--- config.mk ---
export PLATFORM = sky130hd
export DESIGN_NAME = jk_excite_gen
export DESIGN_NICKNAME = d
export VERILOG_FILES = /design/src/rtl/jk_excite_gen.sv
export SDC_FILE = /design/constraint.sdc
export NUM_CORES = 1
export LEC_CHECK = 0
export BUFFER_PORTS_ARGS = -buffer_cell sky130_fd_sc_hd__buf_2
export CELL_PAD_IN_SITES_DETAIL_PLACEMENT = 1
export CELL_PAD_IN_SITES_GLOBAL_PLACEMENT = 2
export CORE_MARGIN = 1
export CORE_UTILIZATION = 38
export CTS_CLUSTER_DIAMETER = 30
export CTS_CLUSTER_SIZE = 20
export DETAILED_ROUTE_END_ITERATION = 7
export GPL_TIMING_DRIVEN = 0
export PLACE_DENSITY = 0.8
export SLEW_MARGIN = 20
export SYNTH_ARGS = -nofsm -noshare
export SYNTH_HDL_FRONTEND = slang
export SYNTH_SLANG_ARGS = --single-unit
--- constraint.sdc ---
create_clock -name clk -period 3.1 [get_ports clk]
set_input_delay 0.31 -clock clk [delete_from_list [all_inputs] [get_ports clk]]
set_output_delay 0.31 -clock clk [all_outputs]
set_load 0.01 [all_outputs]
--- src/rtl/jk_excite_gen.sv ---
// jk_excite_gen: turns a stream of target Q bits into J/K drive for a JKFF and checks its q feedback.
module jk_excite_gen #(
  parameter int DEPTH   = 4,
  parameter int CNT_W   = 8,
  parameter int DC_MODE = 0
) (
  input  logic                       clk,
  input  logic                       rst_n,
  input  logic                       tgt_valid_i,
  input  logic                       tgt_bit_i,
  output logic                       tgt_ready_o,
  output logic                       j_o,
  output logic                       k_o,
  output logic                       drive_vld_o,
  input  logic                       q_fb_i,
  input  logic                       err_clr_i,
  output logic                       err_o,
  output logic [CNT_W-1:0]           err_cnt_o,
  output logic [$clog2(DEPTH):0]     level_o
);
  localparam int AW = $clog2(DEPTH);
  localparam logic DC = (DC_MODE != 0);
  logic [DEPTH-1:0] mem_q, mem_d;
  logic [AW-1:0] wp_q, wp_d, rp_q, rp_d;
  logic [AW:0] level_q, level_d;
  logic j_q, j_d, k_q, k_d, vld_q, vld_d, mq_q, mq_d, sync_q, sync_d;
  logic e1v_q, e1v_d, e1t_q, e1t_d, e2v_q, e2v_d, e2t_q, e2t_d, err_q, err_d;
  logic [CNT_W-1:0] cnt_q, cnt_d;
  logic full, push, pop, t, mism;
  always_comb begin
    full    = (level_q == (AW+1)'(DEPTH));
    push    = tgt_valid_i & ~full;
    pop     = (level_q != '0);
    t       = mem_q[rp_q];
    mem_d   = mem_q;
    if (push) mem_d[wp_q] = tgt_bit_i;
    wp_d    = wp_q + AW'(push);
    rp_d    = rp_q + AW'(pop);
    level_d = level_q + (AW+1)'(push) - (AW+1)'(pop);
    // Until the flop state is known, force it explicitly with J=t,K=~t.
    j_d     = !pop ? 1'b0 : !sync_q ? t  : mq_q ? DC : t;
    k_d     = !pop ? 1'b0 : !sync_q ? ~t : mq_q ? ~t : DC;
    vld_d   = pop;
    mq_d    = pop ? t : mq_q;
    sync_d  = sync_q | pop;
    e1v_d   = pop;
    e1t_d   = t;
    e2v_d   = e1v_q;
    e2t_d   = e1t_q;
    mism    = e2v_q & (q_fb_i != e2t_q);
    err_d   = mism;
    cnt_d   = err_clr_i ? '0 : (mism && cnt_q != '1) ? cnt_q + 1'b1 : cnt_q;
  end
  always_ff @(posedge clk or negedge rst_n) begin
    if (!rst_n) begin
      mem_q   <= '0;
      wp_q    <= '0;
      rp_q    <= '0;
      level_q <= '0;
      j_q     <= 1'b0;
      k_q     <= 1'b0;
      vld_q   <= 1'b0;
      mq_q    <= 1'b0;
      sync_q  <= 1'b0;
      e1v_q   <= 1'b0;
      e1t_q   <= 1'b0;
      e2v_q   <= 1'b0;
      e2t_q   <= 1'b0;
      err_q   <= 1'b0;
      cnt_q   <= '0;
    end else begin
      mem_q   <= mem_d;
      wp_q    <= wp_d;
      rp_q    <= rp_d;
      level_q <= level_d;
      j_q     <= j_d;
      k_q     <= k_d;
      vld_q   <= vld_d;
      mq_q    <= mq_d;
      sync_q  <= sync_d;
      e1v_q   <= e1v_d;
      e1t_q   <= e1t_d;
      e2v_q   <= e2v_d;
      e2t_q   <= e2t_d;
      err_q   <= err_d;
      cnt_q   <= cnt_d;
    end
  end
  assign tgt_ready_o = ~full;
  assign j_o         = j_q;
  assign k_o         = k_q;
  assign drive_vld_o = vld_q;
  assign err_o       = err_q;
  assign err_cnt_o   = cnt_q;
  assign level_o     = level_q;
endmodule

==> Word-level counts from Yosys, hierarchy flattened <==
Index checks and enable logic that the tools add are counted.
{ "word_totals": {"regBits": 28, "input_bits": 6, "out_inout_bits": 16, "wordCells": 47} }
{ "op_classes": {"addsub": 5, "n_lt_le_gt_ge": 3, "n_eq_ne": 3, "muxes": 13, "bitwise_logic": 5, "reduce_logical": 4} }
{ "ops": {"columns": ["op", "n"], "rows": [
  ["$mux 8", 2],
  ["$add 8x1->8 const B", 1],
  ["$mux 1", 8],
  ["$ne 8x8->1 const B", 1],
  ["$lt 2x3->1 const B", 2],
  ["$add 2x1->2", 2],
  ["$bwmux 4", 1],
  ["$add 3x1->3", 1],
  ["$eq 3x3->1 const B", 1],
  ["$reduce_bool 3->1", 1],
  ["$sub 3x1->3", 1],
  ["$and 1x1->1", 2],
  ["$bmux 1 s2", 1],
  ["$demux 1 s2", 1],
  ["$ge 2x1->1 const B", 1],
  ["$logic_and 1x1->1", 2],
  ["$not 1->1", 2],
  ["$reduce_bool 2->1", 1],
  ["$ne 1x1->1", 1],
  ["$or 1x1->1", 1]
]} }

==> Logic depth before layout (Yosys ltp) <==
Gate-level depths: netlist of run 1.
{ "logic_depth": {"ltp_word": 6, "ltp_mapped": 8, "ltp_nobuf": 8} }

==> Worst setup path before layout of run 1 <==
OpenSTA, ideal clock, no wires.
{ "synth_timing": {"kind": "register to register", "start": "register level_q[1] (netlist: level_o[1])", "end": "register level_q[2] (netlist: level_o[2])", "setup_ps": 123, "arrival_ps": 2011, "t_required_ps": 2977, "slack_ps": 966, "path_stages_with_launch": 9, "path_buffers": 0, "synth_period_minus_slack_ps": 2134, "cell_sequence": "dfrtp_1 nor3_1 inv_1 ha_1 inv_1 ha_1 fa_1 xnor2_1 xnor2_1"} }
{ "synth_via": {"elab_cells_between_ends": 6, "cone_classes": "add/sub (2); eq/ne (1); bitwise (2); reduce/logical (1)"} }
{ "synth_rtl": {"columns": ["item", "line", "text"], "rows": [
  ["start: declaration", "25", "logic [AW:0] level_q, level_d;"],
  ["start signal: assignment", "75", "level_q <= level_d;"],
  ["$reduce_bool 3->1", "33", "pop = (level_q != '0);"],
  ["via e1v_d", "27", "logic e1v_q, e1v_d, e1t_q, e1t_d, e2v_q, e2v_d, e2t_q, e2t_d, err_q, err_d;"],
  ["$sub 3x1->3", "39", "level_d = level_q + (AW+1)'(push) - (AW+1)'(pop);"],
  ["via level_d[2]", "25", null]
]} }
The timed path passes the listed nets, and every way through them passes these cells.
A chain may end at the register's enable or synchronous reset.

==> Worst setup path after layout of run 1 <==
{ "layout_timing": {"start": "register level_q[0] (netlist: level_o[0])", "end": "register level_q[2] (netlist: level_o[2])"} }
The elaborated chain is that of the path after synthesis.

==> summary.md, run 1 <==
| Metric | Value |
|---|---|
| WS Path Type | `reg -> reg` |
| Post-synth net total | `111` |
| Global router's overall resource usage | `14.7%` |
| Via Count | `829` |
| Top_reg_cell synth | `dfrtp_1` |
| Final non-filler cell area | `1420 um2` |
| Layout cell share with drive strength beyond 1 | `23.4%` |
| Die area | `3440 um2` |
| Min cycle time layout | `2300 ps` |
| Hold Path Class | `in -> reg` |
| Clock Latency Late Sink | `320 ps` |
| Clk buf depth | `2` |
| First-pass GRT wire length | `3720 um` |
| Initial Util | `40.0%` |
| Yosys cell types | `32` |
| Non-Filler Instances | `168` |
| Initial antenna violation count | `0` |
| Peak VDD IR | `0.000478 V` |
| Layout Utilization | `46.6%` |
| Drt wl/cell | `13.0 um` |
| Slew HR | `60.0%` |
| Unrepaired setup endpoints after global routing | `false` |
| Site Rows | `20` |
| Final hold violation count | `0` |
| CTS Buf Count | `3` |
| Die height | `58.7 um` |
| CP required | `3360 ps` |
| Hpwl dp | `1650 um` |
| Final WL | `2190 um` |
| Status | `completed` |
| First-pass detailed-route iteration total | `2` |
| #FFs+latches synth | `28` |
| Asr flop ratio synth | `100%` |
| Slew @ Worst Pin | `600 ps` |
| Post-CTS Setup Bufs | `0` |
| Post-Syn Area per Cell | `12.3 um2` |
| Sequential-to-total area share from yosys stat | `57.4%` |
| CTS tree | `yes` |
| Lkg Pwr | `0.668 nW` |
| Fin nets | `137` |
| Mapped Cells | `99` |
| GPL Wtd Cong | `0.749` |
| Worst Path Arrival | `2560 ps` |
| Hold_ws | `238 ps` |
| Clock skew | `1.80 ps` |
| Placed Cells incl. Taps | `163` |
| DRC viols | `0` |
| Core Region | `3050 um2` |
| Syn. warnings | `0` |
| # setup viols final | `0` |
| Worst Path Max Fanout | `5` |
| IO buf count | `20` |
| GRT overflow | `0` |
| Slew Limit Fails | `0` |
| Pin count of the biggest net entering global routing | `29` |
| Worst setup SP type | `register` |
| Antenna cells | `0` |
| Sink Count | `28` |
| Maxcap violations | `0` |
| TNS Setup | `0 ps` |
| Crit end category | `register` |
| H-tree depth | `1` |
| # hold bufs at CTS | `1` |
| Placed inst area | `1380 um2` |
| Tcrit/Tclk final | `74.1%` |
| I/O pins | `22` |
| Post-CTS Resized | `0` |
| Root Driver | `clkbuf_4` |
| Die Width | `58.7 um` |
| Number of DRC markers in iteration 0 | `11` |
| Vias/cell | `4.93` |
| Highest Clock Rate | `435 MHz` |
| Post-Synthesis Cell Area | `1220 um2` |
| PwrDens | `855 nW/um2` |
| Area grow syn2layout | `16.5%` |
| Vias in the first global route | `874` |
| Clk slew on worst S/H paths | `150 ps` |
| Remaining antenna violation count | `0` |
| Number of synthesized flops with an enable pin | `0` |
sequential cells by signal, summed over array words and instances, names as in the netlist, 2 cells and up:
| name | cells |
|---|---|
| err_cnt_o | 8 |
| mem_q | 4 |
| level_o | 3 |
| rp_q | 2 |
| wp_q | 2 |
cell usage after synthesis, types with 2 or more instances:
cell	instances	area, um2
and2_1	2	12.5
inv_1	6	22.5
nand3_1	3	15.0
nand2_1	4	15.0
ha_1	5	62.6
nor3_1	5	25.0
dfrtp_1	28	701
nand4_1	3	18.8
nor3b_1	2	15.0
nor2_1	6	22.5
xnor2_1	3	26.3
a211oi_1	3	22.5
xor2_1	4	35.0
and3_1	2	12.5
nor2b_1	2	12.5
mux2_1	4	45.0
a31oi_1	2	12.5
stage by stage:
step | worst slack (ps) | total power, mW
2_1_floorplan | 966 | 0.914
3_3_place_gp | 829 | 1.03
3_5_place_dp | 823 | 1.06
4_1_cts | 785 | 1.24
5_1_grt | 582 | 1.32
6_report | 804 | 1.22
cells by family (layout without fill, tap and decap cells):
| family | count (synthesis) | in the layout | synth area share (%) |
|---|---|---|---|
| and+or+nand+nor | 33 | 33 | 15.3 |
| DFF | 28 | 28 | 57.4 |
| buffers and inverters | 8 | 33 | 2.46 |
| xor gates and xnor gates | 7 | 7 | 5.02 |
| adders and majority gates | 6 | 6 | 6.76 |
| AOI/OAI and AO/OA | 10 | 10 | 5.84 |
| muxes | 7 | 7 | 7.27 |
per-layer routing:
layer	share of wire (%)	routed length, um	track usage (%)
met5	0	0	0
met4	2.0	43	8.84
met3	2.8	62	2.20
met2	53	1170	26.8
met1	42	917	16.2
placed cells by master (no fill, tap or decap), drive strengths merged:
cell,synthesis,layout
buf,1,21
nor2,6,6
fa,1,1
inv,7,7
dfrtp,28,28
dlygate4sd3,0,1
and4,1,1
o211ai,1,1
nand3,3,3
nor2b,2,2
a311oi,1,1
o21bai,1,1
nor3,5,5
mux2,5,5
ha,5,5
nor3b,2,2
a21oi,1,1
nand2b,1,1
mux2i,1,1
a211oi,3,3
o21a,1,1
nand4,3,3
nand2,5,5
xnor2,3,3
clkbuf,0,4
a31oi,2,2
and2,2,2
xor2,4,4
or3b,1,1
and3,2,2
mux4,1,1
final timing paths:
kind	start	to	slack, ps	cells past startpoint
worst min register to register	e1t_q	e2t_q	380	0
worst min-delay path	tgt_bit_i	mem_q[1]	240	2
max in group asynchronous	rst_n	level_o[1]	2200	2
worst max-delay path	level_o[0]	level_o[2]	800	8
min in group asynchronous	rst_n	err_cnt_o[1]	520	2
worst max register to register	level_o[0]	level_o[2]	800	8
worst max-delay path, stage by stage (launching register included):
cell	delay [ps]
dfrtp_1	440
nor3_1	410
inv_1	180
ha_1	310
inv_1	40
ha_1	170
fa_1	370
xnor2_1	170
xnor2_1	130
report_power, final:
part / switching, mW / internal (mW)
combinational: 0.217 / 0.218
clock: 0.105 / 0.0719
sequential: 0.101 / 0.503
final cells by class:
type	count	area (um2)
multi-input combinational	63	490
sequential	28	701
fill	364	1630
buffer	1	3.75
timing repair buffer	21	110
inverter	7	26.3
tap	44	55.1
clock buffer	4	36.3
Power figures use the tool's default switching activity.
==> inputs of run 2 (changes only) <==
--- a/config.mk
+++ b/config.mk
@@ -9,12 +9,12 @@
 export CELL_PAD_IN_SITES_DETAIL_PLACEMENT = 1
 export CELL_PAD_IN_SITES_GLOBAL_PLACEMENT = 2
 export CORE_MARGIN = 1
-export CORE_UTILIZATION = 38
+export CORE_UTILIZATION = 32
 export CTS_CLUSTER_DIAMETER = 30
 export CTS_CLUSTER_SIZE = 20
 export DETAILED_ROUTE_END_ITERATION = 7
 export GPL_TIMING_DRIVEN = 0
-export PLACE_DENSITY = 0.8
+export PLACE_DENSITY = 0.72
 export SLEW_MARGIN = 20
 export SYNTH_ARGS = -nofsm -noshare
 export SYNTH_HDL_FRONTEND = slang
==> constraint.sdc (replaced) <==
create_clock -name clk -period 2.07 [get_ports clk]
set_input_delay 0.207 -clock clk [delete_from_list [all_inputs] [get_ports clk]]
set_output_delay 0.207 -clock clk [all_outputs]
set_load 0.01 [all_outputs]
==> summary.md, run 2 (synthesis gave the netlist of run 1 again) <==
| Metric | Value |
|---|---|
| Layout cell share with drive strength beyond 1 | `32.0% (+8.6 points)` |
| Core Region | `3660 um2 (+20%)` |
| IO buf count | `20 (unchanged)` |
| Final WL | `2280 um (+4.1%)` |
| # setup viols final | `0 (unchanged)` |
| I/O pins | `22 (unchanged)` |
| Hold path depth | `2 (unchanged)` |
| Crit end category | `register` |
| Slew @ Worst Pin | `622 ps (+22.2 ps)` |
| Fillers | `414 (+14%)` |
| Hpwl dp | `1670 um (+1.2%)` |
| Sink Count | `28 (unchanged)` |
| CTS Buf Count | `3 (unchanged)` |
| DRC viols | `0 (unchanged)` |
| Number of DRC markers in iteration 0 | `10 (-1)` |
| Global router's overall resource usage | `13.2% (-1.5 points)` |
| PwrDens | `1320 nW/um2 (+55%)` |
| Slew HR | `58.5% (-1.5 points)` |
| Die height | `63.8 um (+8.7%)` |
| Initial antenna violation count | `0 (unchanged)` |
| GPL Wtd Cong | `0.764 (+1.9%)` |
| Die Width | `63.8 um (+8.7%)` |
| Site Rows | `22 (+10%)` |
| Vias in the first global route | `879 (+0.57%)` |
| Fin nets | `142 (+3.6%)` |
| Status | `completed` |
| Root Driver | `clkbuf_8` |
| Reg2Reg Depth | `8 (unchanged)` |
| Max reg flops | `8 (unchanged)` |
| H-tree depth | `1 (unchanged)` |
| Worst setup SP type | `register` |
| TNS Setup | `0 ps (unchanged)` |
| Remaining antenna violation count | `0 (unchanged)` |
| First-pass detailed-route iteration total | `2 (unchanged)` |
| Pin count of the biggest net entering global routing | `29 (unchanged)` |
| Highest Clock Rate | `507 MHz (+16%)` |
| CTS tree | `yes` |
| Drt wl/cell | `12.9 um (-0.62%)` |
| Area grow syn2layout | `23.9%` |
| Worst Path Max Fanout | `4 (-1)` |
| Maxcap violations | `0 (unchanged)` |
| Die area | `4070 um2 (+18%)` |
| Clk buf depth | `2 (unchanged)` |
| Tcrit/Tclk final | `95.3% (+21 points)` |
| Most common cell after layout, fill and taps aside | `dfrtp_1` |
| Lkg Pwr | `0.698 nW (+4.6%)` |
| Final non-filler cell area | `1510 um2 (+6.3%)` |
| Antenna cells | `0 (unchanged)` |
| Vias/cell | `4.87 (-1.3%)` |
| Worst Path Arrival | `2130 ps (-430 ps)` |
| GRT overflow | `0 (unchanged)` |
| First-pass GRT wire length | `4060 um (+9.1%)` |
| Commonest non-fill, non-tap cells in the layout | `26 x dfrtp_1, 20 x buf_2, 6 x nor2_1, 5 x inv_1` |
| WS Path Type | `reg -> reg` |
| Clk slew on worst S/H paths | `90 ps (-60 ps)` |
| Via Count | `857 (+3.4%)` |
| Initial Util | `33.4% (-6.6 points)` |
| Slew Limit Fails | `0 (unchanged)` |
| Clock skew | `5.25 ps (+3.45 ps)` |
| Clock Latency Late Sink | `270 ps (-50 ps)` |
| Placed inst area | `1390 um2 (+0.73%)` |
| CP required | `2230 ps (-1130 ps)` |
| Peak VDD IR | `0.000741 V (+55%)` |
| Hold Path Class | `in -> reg` |
| Min cycle time layout | `1970 ps (-323 ps)` |
| Final hold violation count | `0 (unchanged)` |
run 2: changes by cell type in the layout (fill, tap and decap cells not counted), sizes merged:
| cell | change |
|---|---|
| clkbuf | -1 |
| buf | +5 |
run 2: worst paths after layout:
kind / start / endpoint / slack (ps)
setup reg to reg: level_o[2] / level_o[2] / 100
min in group asynchronous: rst_n / err_cnt_o[0] / 470
hold / removal: tgt_bit_i / mem_q[1] / 190
setup / recovery: level_o[2] / level_o[2] / 100
hold reg to reg: e1t_q / e2t_q / 350
max in group asynchronous: rst_n / level_o[0] / 1150
run 2: layout make-up:
type                            count  area, um2  area share, %
Buffer                              1       3.75          0.248
Clock buffer                        3       41.3           2.73
Inverter                            7       26.3           1.74
Multi-Input combinational cell     63        527           34.8
Sequential cell                    28        703           46.5
Tap cell                           48       60.1           3.97
Timing Repair Buffer               26        151           10.0
run 2: critical path, cell delays in order (launching register included):
cell and delay, ps:
dfrtp_2 430, or3b_4 410, nand2_4 80, ha_4 120, inv_1 30, ha_2 170, fa_2 350, xnor2_2 140
xnor2_1 120
run 2: routing by layer:
layer / track usage [%] / vias to the layer above / share of wire, %
li1: - / 402 / -
met4: 5.97 / 0 / 1.6
met2: 23.4 / 19 / 54
met3: 3.21 / 5 / 4.5
met5: 0 / - / 0
met1: 14.9 / 431 / 40
run 2: metrics by stage:
stage / power (mW) / hold WS [ps] / util, % / worst slack, ps / cells
3_5_place_dp: 1.61 / 268 / 37.9 / -98.2 / 167
2_1_floorplan: 1.38 / -88.6 / - / 18.4 / 99
6_report: 2.00 / 190 / 41.3 / 96.5 / 176
4_1_cts: 1.98 / 185 / 40.3 / 19.4 / 175
5_1_grt: 2.20 / 198 / 41.3 / -0.420 / 176
3_3_place_gp: 1.56 / 265 / 37.9 / -68.5 / 167
run 2: repair_timing:
item,in CTS,in global routing
pin swaps,4,2
buffers inserted,4,1
hold endpoints to repair,28,0
endpoints found under the setup margin,1,1
gates resized for setup,3,6
hold buffers,1,0
run 2: power breakdown:
group,total [mW],internal (mW),switching [mW]
clock,0.292,0.131,0.161
sequential,0.917,0.759,0.158
combinational,0.792,0.420,0.372
total,2.00,1.31,0.691
==> inputs of run 3 (changes only) <==
--- a/config.mk
+++ b/config.mk
@@ -5,16 +5,17 @@
 export SDC_FILE = /design/constraint.sdc
 export NUM_CORES = 1
 export LEC_CHECK = 0
+export ABC_AREA = 1
 export BUFFER_PORTS_ARGS = -buffer_cell sky130_fd_sc_hd__buf_2
 export CELL_PAD_IN_SITES_DETAIL_PLACEMENT = 1
 export CELL_PAD_IN_SITES_GLOBAL_PLACEMENT = 2
 export CORE_MARGIN = 1
-export CORE_UTILIZATION = 32
+export CORE_UTILIZATION = 30
 export CTS_CLUSTER_DIAMETER = 30
 export CTS_CLUSTER_SIZE = 20
 export DETAILED_ROUTE_END_ITERATION = 7
 export GPL_TIMING_DRIVEN = 0
-export PLACE_DENSITY = 0.72
+export PLACE_DENSITY = 0.73
 export SLEW_MARGIN = 20
 export SYNTH_ARGS = -nofsm -noshare
 export SYNTH_HDL_FRONTEND = slang
==> summary.md, run 3 <==
| Metric | Value |
|---|---|
| Highest Clock Rate | `530 MHz (+4.6%)` |
| DRC viols | `0 (unchanged)` |
| Asr flop ratio synth | `100% (unchanged)` |
| Vias in the first global route | `1012 (+15%)` |
| Layout cell share with drive strength beyond 1 | `21.0% (-11 points)` |
| Final hold violation count | `0 (unchanged)` |
| Fin nets | `180 (+27%)` |
| TNS Setup | `0 ps (unchanged)` |
| Hold_ws | `189 ps (-1.31 ps)` |
| GRT overflow | `0 (unchanged)` |
| Post-Syn Area per Cell | `9.18 um2 (-26%)` |
| Die area | `4580 um2 (+13%)` |
| Max reg flops | `8 (unchanged)` |
| GPL Wtd Cong | `0.759 (-0.63%)` |
| Die height | `67.7 um (+6.1%)` |
| Site Rows | `23 (+4.5%)` |
| Peak VDD IR | `0.000513 V (-31%)` |
| Final WL | `2550 um (+12%)` |
| Lkg Pwr | `0.798 nW (+14%)` |
| Initial Util | `31.9% (-1.5 points)` |
| Reg2Reg Depth | `7 (-1)` |
| Clk buf depth | `2 (unchanged)` |
| Clock Latency Late Sink | `280 ps (about the same)` |
| Non-Filler Instances | `217 (+23%)` |
| Remaining antenna violation count | `0 (unchanged)` |
| Slew @ Worst Pin | `639 ps (+17.3 ps)` |
| Slew HR | `57.4% (-1.2 points)` |
| Maxcap violations | `0 (unchanged)` |
| Core Region | `4060 um2 (+11%)` |
| Crit end category | `register` |
| Post-synth net total | `153 (+38%)` |
| Placed Cells incl. Taps | `212 (+27%)` |
| CTS Buf Count | `3 (unchanged)` |
| R2R Setup Slk | `180 ps (+90 ps)` |
| Global router's overall resource usage | `13.2% (-0.016 points)` |
| Pin count of the biggest net entering global routing | `29 (unchanged)` |
| Most frequent cells after synthesis | `28 x dfrtp_1, 26 x nand2_1, 25 x inv_1, 11 x nor2_1, 9 x o21ai_0` |
| First-pass GRT wire length | `4430 um (+9.2%)` |
| Min cycle time layout | `1890 ps (-86.1 ps)` |
| Unrepaired setup endpoints after global routing | `false` |
| Post-CTS Setup Bufs | `0 (-4)` |
| Clock skew | `3.38 ps (-1.88 ps)` |
| Top-area cell type share of the netlist area | `54.2% (-3.2 points)` |
| Worst setup SP type | `register` |
| Hold path depth | `3 (+1)` |
| Initial antenna violation count | `0 (unchanged)` |
| Top_reg_cell synth | `dfrtp_1` |
| Root Driver | `clkbuf_8` |
| Hold endpoint | `mem_q[0]` |
| Post-synth top area cell | `dfrtp_1` |
| Post-Synthesis Cell Area | `1290 um2 (+5.9%)` |
| #FFs+latches synth | `28 (unchanged)` |
| Dominant cells by area after synthesis | `dfrtp_1 54%, nand2_1 7.5%, inv_1 7.3%` |
| Fillers | `490 (+18%)` |
| Sink Count | `28 (unchanged)` |
| Most common cell in the netlist | `dfrtp_1` |
| WS Path Type | `reg -> reg` |
| Syn. warnings | `0 (unchanged)` |
| Via Count | `980 (+14%)` |
| # setup viols final | `0 (unchanged)` |
| Vias/cell | `4.52 (-7.3%)` |
| CTS tree | `yes` |
| Reg-to-reg startpoint | `level_o[0]` |
| I/O pins | `22 (unchanged)` |
| Mapped Cells | `141 (+42%)` |
| Status | `completed` |
| Antenna cells | `0 (unchanged)` |
| Die Width | `67.7 um (+6.1%)` |
| Commonest non-fill, non-tap cells in the layout | `28 x dfrtp_1, 26 x nand2_1, 25 x inv_1, 21 x buf_2, 11 x nor2_1` |
| Crit Reg-Reg Endpoint | `level_o[2]` |
| Hpwl dp | `1930 um (+15%)` |
| Drt wl/cell | `11.7 um (-9.4%)` |
| Slew Limit Fails | `0 (unchanged)` |
| Hold Path Class | `in -> reg` |
| Power consumption | `2.10 mW (+5.2%)` |
| IO buf count | `21 (+5.0%)` |
| Worst Path Max Fanout | `6 (+2)` |
| H-tree depth | `1 (unchanged)` |
| Clk slew on worst S/H paths | `100 ps (about the same)` |
| Most common cell after layout, fill and taps aside | `dfrtp_1` |
| First-pass detailed-route iteration total | `4 (+2)` |
| CP required | `2240 ps (about the same)` |
| Number of DRC markers in iteration 0 | `48 (+38)` |
| Min-Delay Startpoint | `tgt_bit_i` |
| Tcrit/Tclk final | `91.2% (-4.2 points)` |
| Sequential-to-total area share from yosys stat | `54.2% (-3.2 points)` |
| Number of synthesized flops with an enable pin | `0 (unchanged)` |
| Area grow syn2layout | `19.6%` |
| PwrDens | `1360 nW/um2 (+2.8%)` |
| Worst Path Arrival | `2050 ps (-80 ps)` |
| Yosys cell types | `20 (-38%)` |
==> run 3: per-layer routing <==
metal | GRT usage (%) | share of wire (%) | up-vias | routed length, um
met5 | 0 | 0 | - | 0
met4 | 6.38 | 2.0 | 0 | 51
met3 | 3.21 | 3.5 | 5 | 88
met2 | 20.5 | 46 | 13 | 1160
met1 | 17.0 | 49 | 467 | 1240
li1 | - | - | 495 | -
==> run 3: timing repair <==
action	in CTS	in global routing
hold buffers	1	0
endpoints found under the setup margin	0	1
hold endpoints to repair	28	0
resized for setup	0	1
==> run 3: worst max-delay path by stage <==
stage	from	endpoint	depth (start not counted)
CTS	level_o[1]	level_o[2]	7
global route	level_o[0]	level_o[2]	7
detailed placement	level_o[1]	level_o[2]	7
finish	level_o[0]	level_o[2]	7
floorplan	level_o[1]	level_o[2]	8
global placement	level_o[1]	level_o[2]	7
==> run 3: critical path, cell delays in order, from the launching register on <==
cell	delay [ps]
dfrtp_1	400
inv_1	130
nand3_2	170
ha_1	310
inv_1	40
ha_1	180
fa_1	380
xor2_1	170
==> run 3: per-stage QoR <==
stage	instance area, um2	setup slack, ps	util [%]
after global routing	1550	64.4	38.1
after detailed placement	1460	95.2	36.0
after global placement	1460	141	36.0
final	1550	183	38.1
after CTS	1540	78.2	38.0
after floorplan	1290	186	-
==> run 3: kinds of logic after synthesis <==
group | count (synthesis) | share of synthesized area [%]
AO/OA/AOI/OAI | 17 | 6.77
XOR/XNOR | 5 | 3.38
adder cells (fa/ha/maj) | 6 | 6.38
buffers and inverters | 27 | 7.93
flip-flops | 28 | 54.2
AND/OR/NAND/NOR | 58 | 21.4
==> run 3: cell type report <==
| cell class | instances | area [um2] | area share [%] |
|---|---|---|---|
| clock buffers | 3 | 41.3 | 2.67 |
| clock inverters | 1 | 30.0 | 1.94 |
| inverters | 27 | 103 | 6.63 |
| multi-input cells | 86 | 495 | 32.0 |
| flip-flops and latches | 28 | 701 | 45.3 |
| well taps | 50 | 62.6 | 4.04 |
| repair buffers | 22 | 115 | 7.44 |
==> run 3: where the power goes <==
part	leakage [nW]	switching (mW)	internal (mW)
clock network	0.0357	0.177	0.259
registers	0.342	0.151	0.763
logic	0.420	0.457	0.297
total	0.798	0.785	1.32
